--- config.mk ---
export PLATFORM = sky130hd
export DESIGN_NAME = rf_write_arbiter
export DESIGN_NICKNAME = d
export VERILOG_FILES = /design/src/rtl/rf_pkg.sv /design/src/rtl/rf_wb_slot.sv /design/src/rtl/rf_write_arbiter.sv
export SDC_FILE = /design/constraint.sdc
export NUM_CORES = 1
export LEC_CHECK = 0
export BUFFER_PORTS_ARGS = -buffer_cell sky130_fd_sc_hd__buf_4
export CELL_PAD_IN_SITES_DETAIL_PLACEMENT = 0
export CELL_PAD_IN_SITES_GLOBAL_PLACEMENT = 1
export CORE_MARGIN = 2
export CORE_UTILIZATION = 41
export DETAILED_ROUTE_END_ITERATION = 6
export PLACE_DENSITY_LB_ADDON = 0.1
export SYNTH_ARGS = -nofsm -noshare
export SYNTH_HDL_FRONTEND = slang
export SYNTH_SLANG_ARGS = --single-unit
--- constraint.sdc ---
create_clock -name clk -period 2.5 [get_ports clk]
set_clock_uncertainty 0.2 [all_clocks]
set_input_delay 0.75 -clock clk [delete_from_list [all_inputs] [get_ports clk]]
set_output_delay 0.75 -clock clk [all_outputs]
set_load 0.1 [all_outputs]
--- src/rtl/rf_pkg.sv ---
// Shared widths, writeback entry type and one-hot register decode for the RF write path.
package rf_pkg;
    localparam int DATA_W   = 32;
    localparam int ADDR_W   = 4;
    localparam int NUM_REGS = 16;

    typedef logic [ADDR_W-1:0] addr_t;
    typedef logic [DATA_W-1:0] data_t;

    typedef struct packed {
        logic  vld;
        addr_t dest;
        data_t dat;
    } wb_entry_t;

    function automatic logic [NUM_REGS-1:0] dec(input addr_t addr);
        logic [NUM_REGS-1:0] onehot;
        onehot       = '0;
        onehot[addr] = 1'b1;
        return onehot;
    endfunction
endpackage

--- src/rtl/rf_wb_slot.sv ---
// One-entry writeback holding register: valid/dest/data.
// Latency: loads on the accepting edge. Backpressure: owner drives load/clear; load wins over clear.
module rf_wb_slot
    import rf_pkg::*;
(
    input  logic      clk,
    input  logic      reset,
    input  logic      load,
    input  logic      clear,
    input  addr_t     load_dest,
    input  data_t     load_data,
    output wb_entry_t entry
);
    wb_entry_t entry_nxt;

    always_comb begin
        entry_nxt     = entry;
        entry_nxt.vld = entry.vld & ~clear;
        if (load) begin
            entry_nxt.vld  = 1'b1;
            entry_nxt.dest = load_dest;
            entry_nxt.dat  = load_data;
        end
    end

    always_ff @(posedge clk) begin
        if (reset) entry <= '0;
        else       entry <= entry_nxt;
    end
endmodule

--- src/rtl/rf_write_arbiter.sv ---
// Arbitrates ALU (port 0) and load (port 1) writebacks onto the single DPRF write port, oldest first.
// Latency: accept at edge N -> rf_we high after edge N+1. Backpressure: reqN_ready = slot empty or draining.
module rf_write_arbiter
    import rf_pkg::*;
(
    input  logic                clk,
    input  logic                reset,
    input  logic                req0_valid,
    output logic                req0_ready,
    input  logic [ADDR_W-1:0]   req0_dest,
    input  logic [DATA_W-1:0]   req0_data,
    input  logic                req1_valid,
    output logic                req1_ready,
    input  logic [ADDR_W-1:0]   req1_dest,
    input  logic [DATA_W-1:0]   req1_data,
    output logic                rf_we,
    output logic [ADDR_W-1:0]   rf_regsel_dest,
    output logic [DATA_W-1:0]   rf_datain,
    output logic [NUM_REGS-1:0] pending_mask
);
    wb_entry_t slot0, slot1;
    logic      grant0, grant1;
    logic      acc0, acc1;
    logic      stay0, stay1;
    logic      tie_q, old_sel_q, rr_q;

    // tie_q marks that both current entries arrived on the same edge, so age is undefined and rr decides
    always_comb begin
        grant0 = 1'b0;
        grant1 = 1'b0;
        if (slot0.vld && slot1.vld) begin
            if (tie_q ? rr_q : old_sel_q) grant1 = 1'b1;
            else                          grant0 = 1'b1;
        end else begin
            grant0 = slot0.vld;
            grant1 = slot1.vld;
        end
    end

    assign req0_ready = ~reset & (~slot0.vld | grant0);
    assign req1_ready = ~reset & (~slot1.vld | grant1);
    assign acc0       = req0_valid & req0_ready;
    assign acc1       = req1_valid & req1_ready;
    assign stay0      = slot0.vld & ~grant0;
    assign stay1      = slot1.vld & ~grant1;

    rf_wb_slot u_slot0 (
        .clk       (clk),
        .reset     (reset),
        .load      (acc0),
        .clear     (grant0),
        .load_dest (req0_dest),
        .load_data (req0_data),
        .entry     (slot0)
    );

    rf_wb_slot u_slot1 (
        .clk       (clk),
        .reset     (reset),
        .load      (acc1),
        .clear     (grant1),
        .load_dest (req1_dest),
        .load_data (req1_data),
        .entry     (slot1)
    );

    always_ff @(posedge clk) begin
        if (reset) begin
            tie_q     <= 1'b0;
            old_sel_q <= 1'b0;
            rr_q      <= 1'b0;
        end else begin
            tie_q     <= tie_q;
            old_sel_q <= old_sel_q;
            rr_q      <= (slot0.vld & slot1.vld & tie_q) ? ~rr_q : rr_q;
            if (acc0 && acc1) begin
                tie_q <= 1'b1;
            end else if (acc0 && stay1) begin
                tie_q     <= 1'b0;
                old_sel_q <= 1'b1;
            end else if (acc1 && stay0) begin
                tie_q     <= 1'b0;
                old_sel_q <= 1'b0;
            end
        end
    end

    always_ff @(posedge clk) begin
        if (reset) begin
            rf_we          <= 1'b0;
            rf_regsel_dest <= '0;
            rf_datain      <= '0;
        end else begin
            rf_we          <= grant0 | grant1;
            rf_regsel_dest <= rf_regsel_dest;
            rf_datain      <= rf_datain;
            if (grant1) begin
                rf_regsel_dest <= slot1.dest;
                rf_datain      <= slot1.dat;
            end else if (grant0) begin
                rf_regsel_dest <= slot0.dest;
                rf_datain      <= slot0.dat;
            end
        end
    end

    assign pending_mask = (slot0.vld ? dec(slot0.dest)     : '0)
                        | (slot1.vld ? dec(slot1.dest)     : '0)
                        | (rf_we     ? dec(rf_regsel_dest) : '0);
endmodule
==> run_results.csv <==
group,metric,value,unit
timing,worst_tran_pin_value,739,ps
die,die_w,126,um
clock_network,clk_sink_count,114,
global_routing,gr-total-overflow,0,
setup_path,end_kind,"output port",
logic_synthesis,synth_warn,0,
clock_network,clock_tree.htree_level_count,4,
global_routing,grt_start_max_net_pins,171,
logic_synthesis,synthesis.instances,671,
cells_and_area,num-fill-cells,1310,
place,place.gp.congestion,0.865,
global_routing,grtUsageTotal,0.202,
logic_synthesis,mappedNetlistNets,747,
power,worst_ir_drop_on_vdd,0.000469,V
cells_and_area,final_nets,857,
die,floorplan.io_pins,131,
logic_synthesis,post_syn_area_per_cell,9.09,um^2
route,route.detailed.vias_per_inst,5.23,
global_routing,grt_antenna_before_repair,0,
clock_network,tritoncts.num_buffers,17,
clock_network,clkSlewWorstSetupHoldPaths,50,ps
cells_and_area,multi_input_area,3710,um^2
power,power-per-cell-area,654,nW/um^2
route,wirelength,16000,um
route,remaining_drc_errors,0,
logic_synthesis,synth-seq-cells,114,
global_routing,grt_pass1_wl,25900,um
timing,rsz0062_at_grt,"true",
clock_network,clk-insertion-delay-late,400,ps
die,floorplan.die.height,126,um
logic_synthesis,netlist_area,6100,um^2
die,rows,44,
setup_path,largest_fanout_on_the_critical_path,8,
logic_synthesis,netlist-cell-type-count,32,
timing,timing.final.setup_violations,1,
min_path,hold_path_class,"register to register",
route,drt_pre_antenna_iters,5,
timing,hold_violations,0,
setup_path,reg2reg_slack,280,ps
die,initial_core_util,0.420,
power,power,5.39,mW
timing,timing.final.crit_period,2510,ps
cells_and_area,num_antenna_cells,0,
global_routing,grt_pass1_vias,4959,
place,half_perimeter_wire_length_after_detailed_placement,9600,um
timing,maxClockFrequency,0.398,GHz
power,power_leakage,3.30,nW
clock_network,hold_buffers,0,
die,design.core.area,14500,um^2
cells_and_area,final_cell_count_no_fill,978,
cells_and_area,layout_common_cells,"144 x sky130_fd_sc_hd__nand2b_1, 131 x sky130_fd_sc_hd__buf_4, 108 x sky130_fd_sc_hd__mux2i_1",
clock_network,cts_buffer_depth,2,
flow_run,max-cap-violations,0,
die,die-area,15900,um^2
setup_path,criticalPathCategory,"register to output port",
route,wire_per_inst,16.3,um
place,numPlacedInstances,939,
logic_synthesis,seq_area_frac_synth,0.374,
run_status,violations,"setup timing",
route,postRouteAntennaNets,0,
route,dr.first_iter.drc_count,272,
clock_network,clock-root-buffer,"sky130_fd_sc_hd__clkbuf_16",
timing,timing.slew.headroom,0.507,
place,number_of_port_buffers,130,
setup_path,critical_path_arrival,1560,ps
cells_and_area,post_route_cells_drive_above_1_share,0.325,
place,preCtsSetupSlack,198,ps
route,num_vias,5111,
timing,layout_worst_path_cycle_share,1.00,
run_status,run_status,"finished with violations",
clock_network,tritoncts,"done",
timing,setup_ws,-9.86,ps
setup_path,crit_path_start_kind,"register",
cells_and_area,mostFrequentLayoutCell,"sky130_fd_sc_hd__nand2b_1",
cells_and_area,area_growth,35.0,%
cells_and_area,register_area,2330,um^2
setup_path,worst_ep_required_time,1550,ps
timing,slew_violations,0,
-- registers in the layout (all words and copies together) (netlist names) --
| register | count |
|---|---|
| u_slot0.entry | 37 |
| u_slot1.entry | 37 |
| rf_datain | 32 |
| rr_q | 1 |
| rf_we | 1 |
| old_sel_q | 1 |
| tie_q | 1 |
| rf_regsel_dest | 4 |
-- worst max-delay path, cell delays in order, from the launching register on --
cell and delay, ps:
sky130_fd_sc_hd__dfxtp_4 370, sky130_fd_sc_hd__nor3b_2 150, sky130_fd_sc_hd__buf_4 160, sky130_fd_sc_hd__a22oi_2 230
sky130_fd_sc_hd__nand2_4 80, sky130_fd_sc_hd__buf_12 170
-- power by group --
part	switching, mW	internal [mW]	total [mW]	leakage (nW)
Sequential	0.0909	1.92	2.01	0.945
Combinational	0.610	0.392	1.00	2.07
Clock	0.828	1.54	2.37	0.287
-- through the flow --
stage                      util  TNS, ps  instance area, um^2  hold WS [ps]
final                     0.567    -9.86                 8230           276
after global routing      0.567     -170                 8230           296
after CTS                 0.557    -62.0                 8090           276
after detailed placement  0.498        0                 7230           264
after global placement    0.498        0                 7230           258
after floorplan               -     -349                 6230           248
-- layer usage --
layer | share of wire | wire, um | global-route usage
met3 | 0.053 | 848 | 0.0590
met5 | 0 | 0 | 0
met2 | 0.48 | 7650 | 0.321
met4 | 0.0078 | 124 | 0.0504
met1 | 0.46 | 7330 | 0.270
-- area by class of cell --
type	instances	share of cell area
flip-flops and latches	114	0.283
inverters	2	0.000912
repair buffers	154	0.167
multi-input cells	492	0.450
clock buffers	23	0.0580
clock inverters	9	0.0128
well taps	184	0.0280
-- cell families after synthesis --
kind of cell,after synthesis,synth area share
xor gates and xnor gates,1,0.00144
DFF,114,0.374
AOI/OAI and AO/OA,131,0.151
muxes,111,0.183
and+or+nand+nor,249,0.227
buffers and inverters,65,0.0630
-- path summary, 6_finish.rpt --
| check | endpoint | from | cells after the start |
|---|---|---|---|
| setup / recovery | pending_mask[2] | u_slot1.entry[36]$_SDFF_PP0_ | 5 |
| hold / removal | u_slot0.entry[13]$_SDFFE_PP0P_ | u_slot0.entry[13]$_SDFFE_PP0P_ | 2 |
| setup reg to reg | u_slot1.entry[34]$_SDFFE_PP0N_ | tie_q$_SDFFE_PP0P_ | 7 |
| hold reg to reg | u_slot0.entry[13]$_SDFFE_PP0P_ | u_slot0.entry[13]$_SDFFE_PP0P_ | 2 |
-- repair_timing --
| action | CTS | global route |
|---|---|---|
| resized for setup | 62 | 37 |
| setup endpoints to repair | 18 | 17 |
| setup buffers | 4 | 3 |
| pin swaps | 3 | 6 |
| gates cloned | 1 | 0 |
-- cells in the mapped netlist --
cell | instances | share of area
sky130_fd_sc_hd__buf_2 | 13 | 0.011
sky130_fd_sc_hd__dfxtp_1 | 114 | 0.37
sky130_fd_sc_hd__a311oi_1 | 1 | 0.0014
sky130_fd_sc_hd__o21ai_0 | 1 | 0.00082
sky130_fd_sc_hd__buf_6 | 3 | 0.0055
sky130_fd_sc_hd__buf_12 | 3 | 0.0098
sky130_fd_sc_hd__xor2_1 | 1 | 0.0014
sky130_fd_sc_hd__o21ai_1 | 1 | 0.00082
sky130_fd_sc_hd__inv_2 | 1 | 0.00061
sky130_fd_sc_hd__and3_1 | 4 | 0.0041
sky130_fd_sc_hd__nor3b_1 | 3 | 0.0037
sky130_fd_sc_hd__clkbuf_1 | 35 | 0.022
sky130_fd_sc_hd__mux2_2 | 1 | 0.0018
sky130_fd_sc_hd__nor2_1 | 7 | 0.0043
sky130_fd_sc_hd__buf_1 | 1 | 0.00061
sky130_fd_sc_hd__a21oi_1 | 39 | 0.032
sky130_fd_sc_hd__a22oi_1 | 12 | 0.015
sky130_fd_sc_hd__buf_4 | 5 | 0.0062
sky130_fd_sc_hd__mux2_1 | 1 | 0.0018
sky130_fd_sc_hd__and3b_1 | 6 | 0.0086
sky130_fd_sc_hd__nand2b_1 | 144 | 0.15
sky130_fd_sc_hd__buf_8 | 3 | 0.0074
sky130_fd_sc_hd__o21a_1 | 1 | 0.0012
sky130_fd_sc_hd__inv_1 | 1 | 0.00061
sky130_fd_sc_hd__nor2b_1 | 6 | 0.0062
sky130_fd_sc_hd__nand2_1 | 61 | 0.038
sky130_fd_sc_hd__mux2i_2 | 1 | 0.0023
sky130_fd_sc_hd__o22a_1 | 36 | 0.052
sky130_fd_sc_hd__o211ai_1 | 36 | 0.044
sky130_fd_sc_hd__mux2i_1 | 108 | 0.18
sky130_fd_sc_hd__a31oi_1 | 4 | 0.0041
sky130_fd_sc_hd__nand3_1 | 18 | 0.015
(Power assumes the default switching activity.)
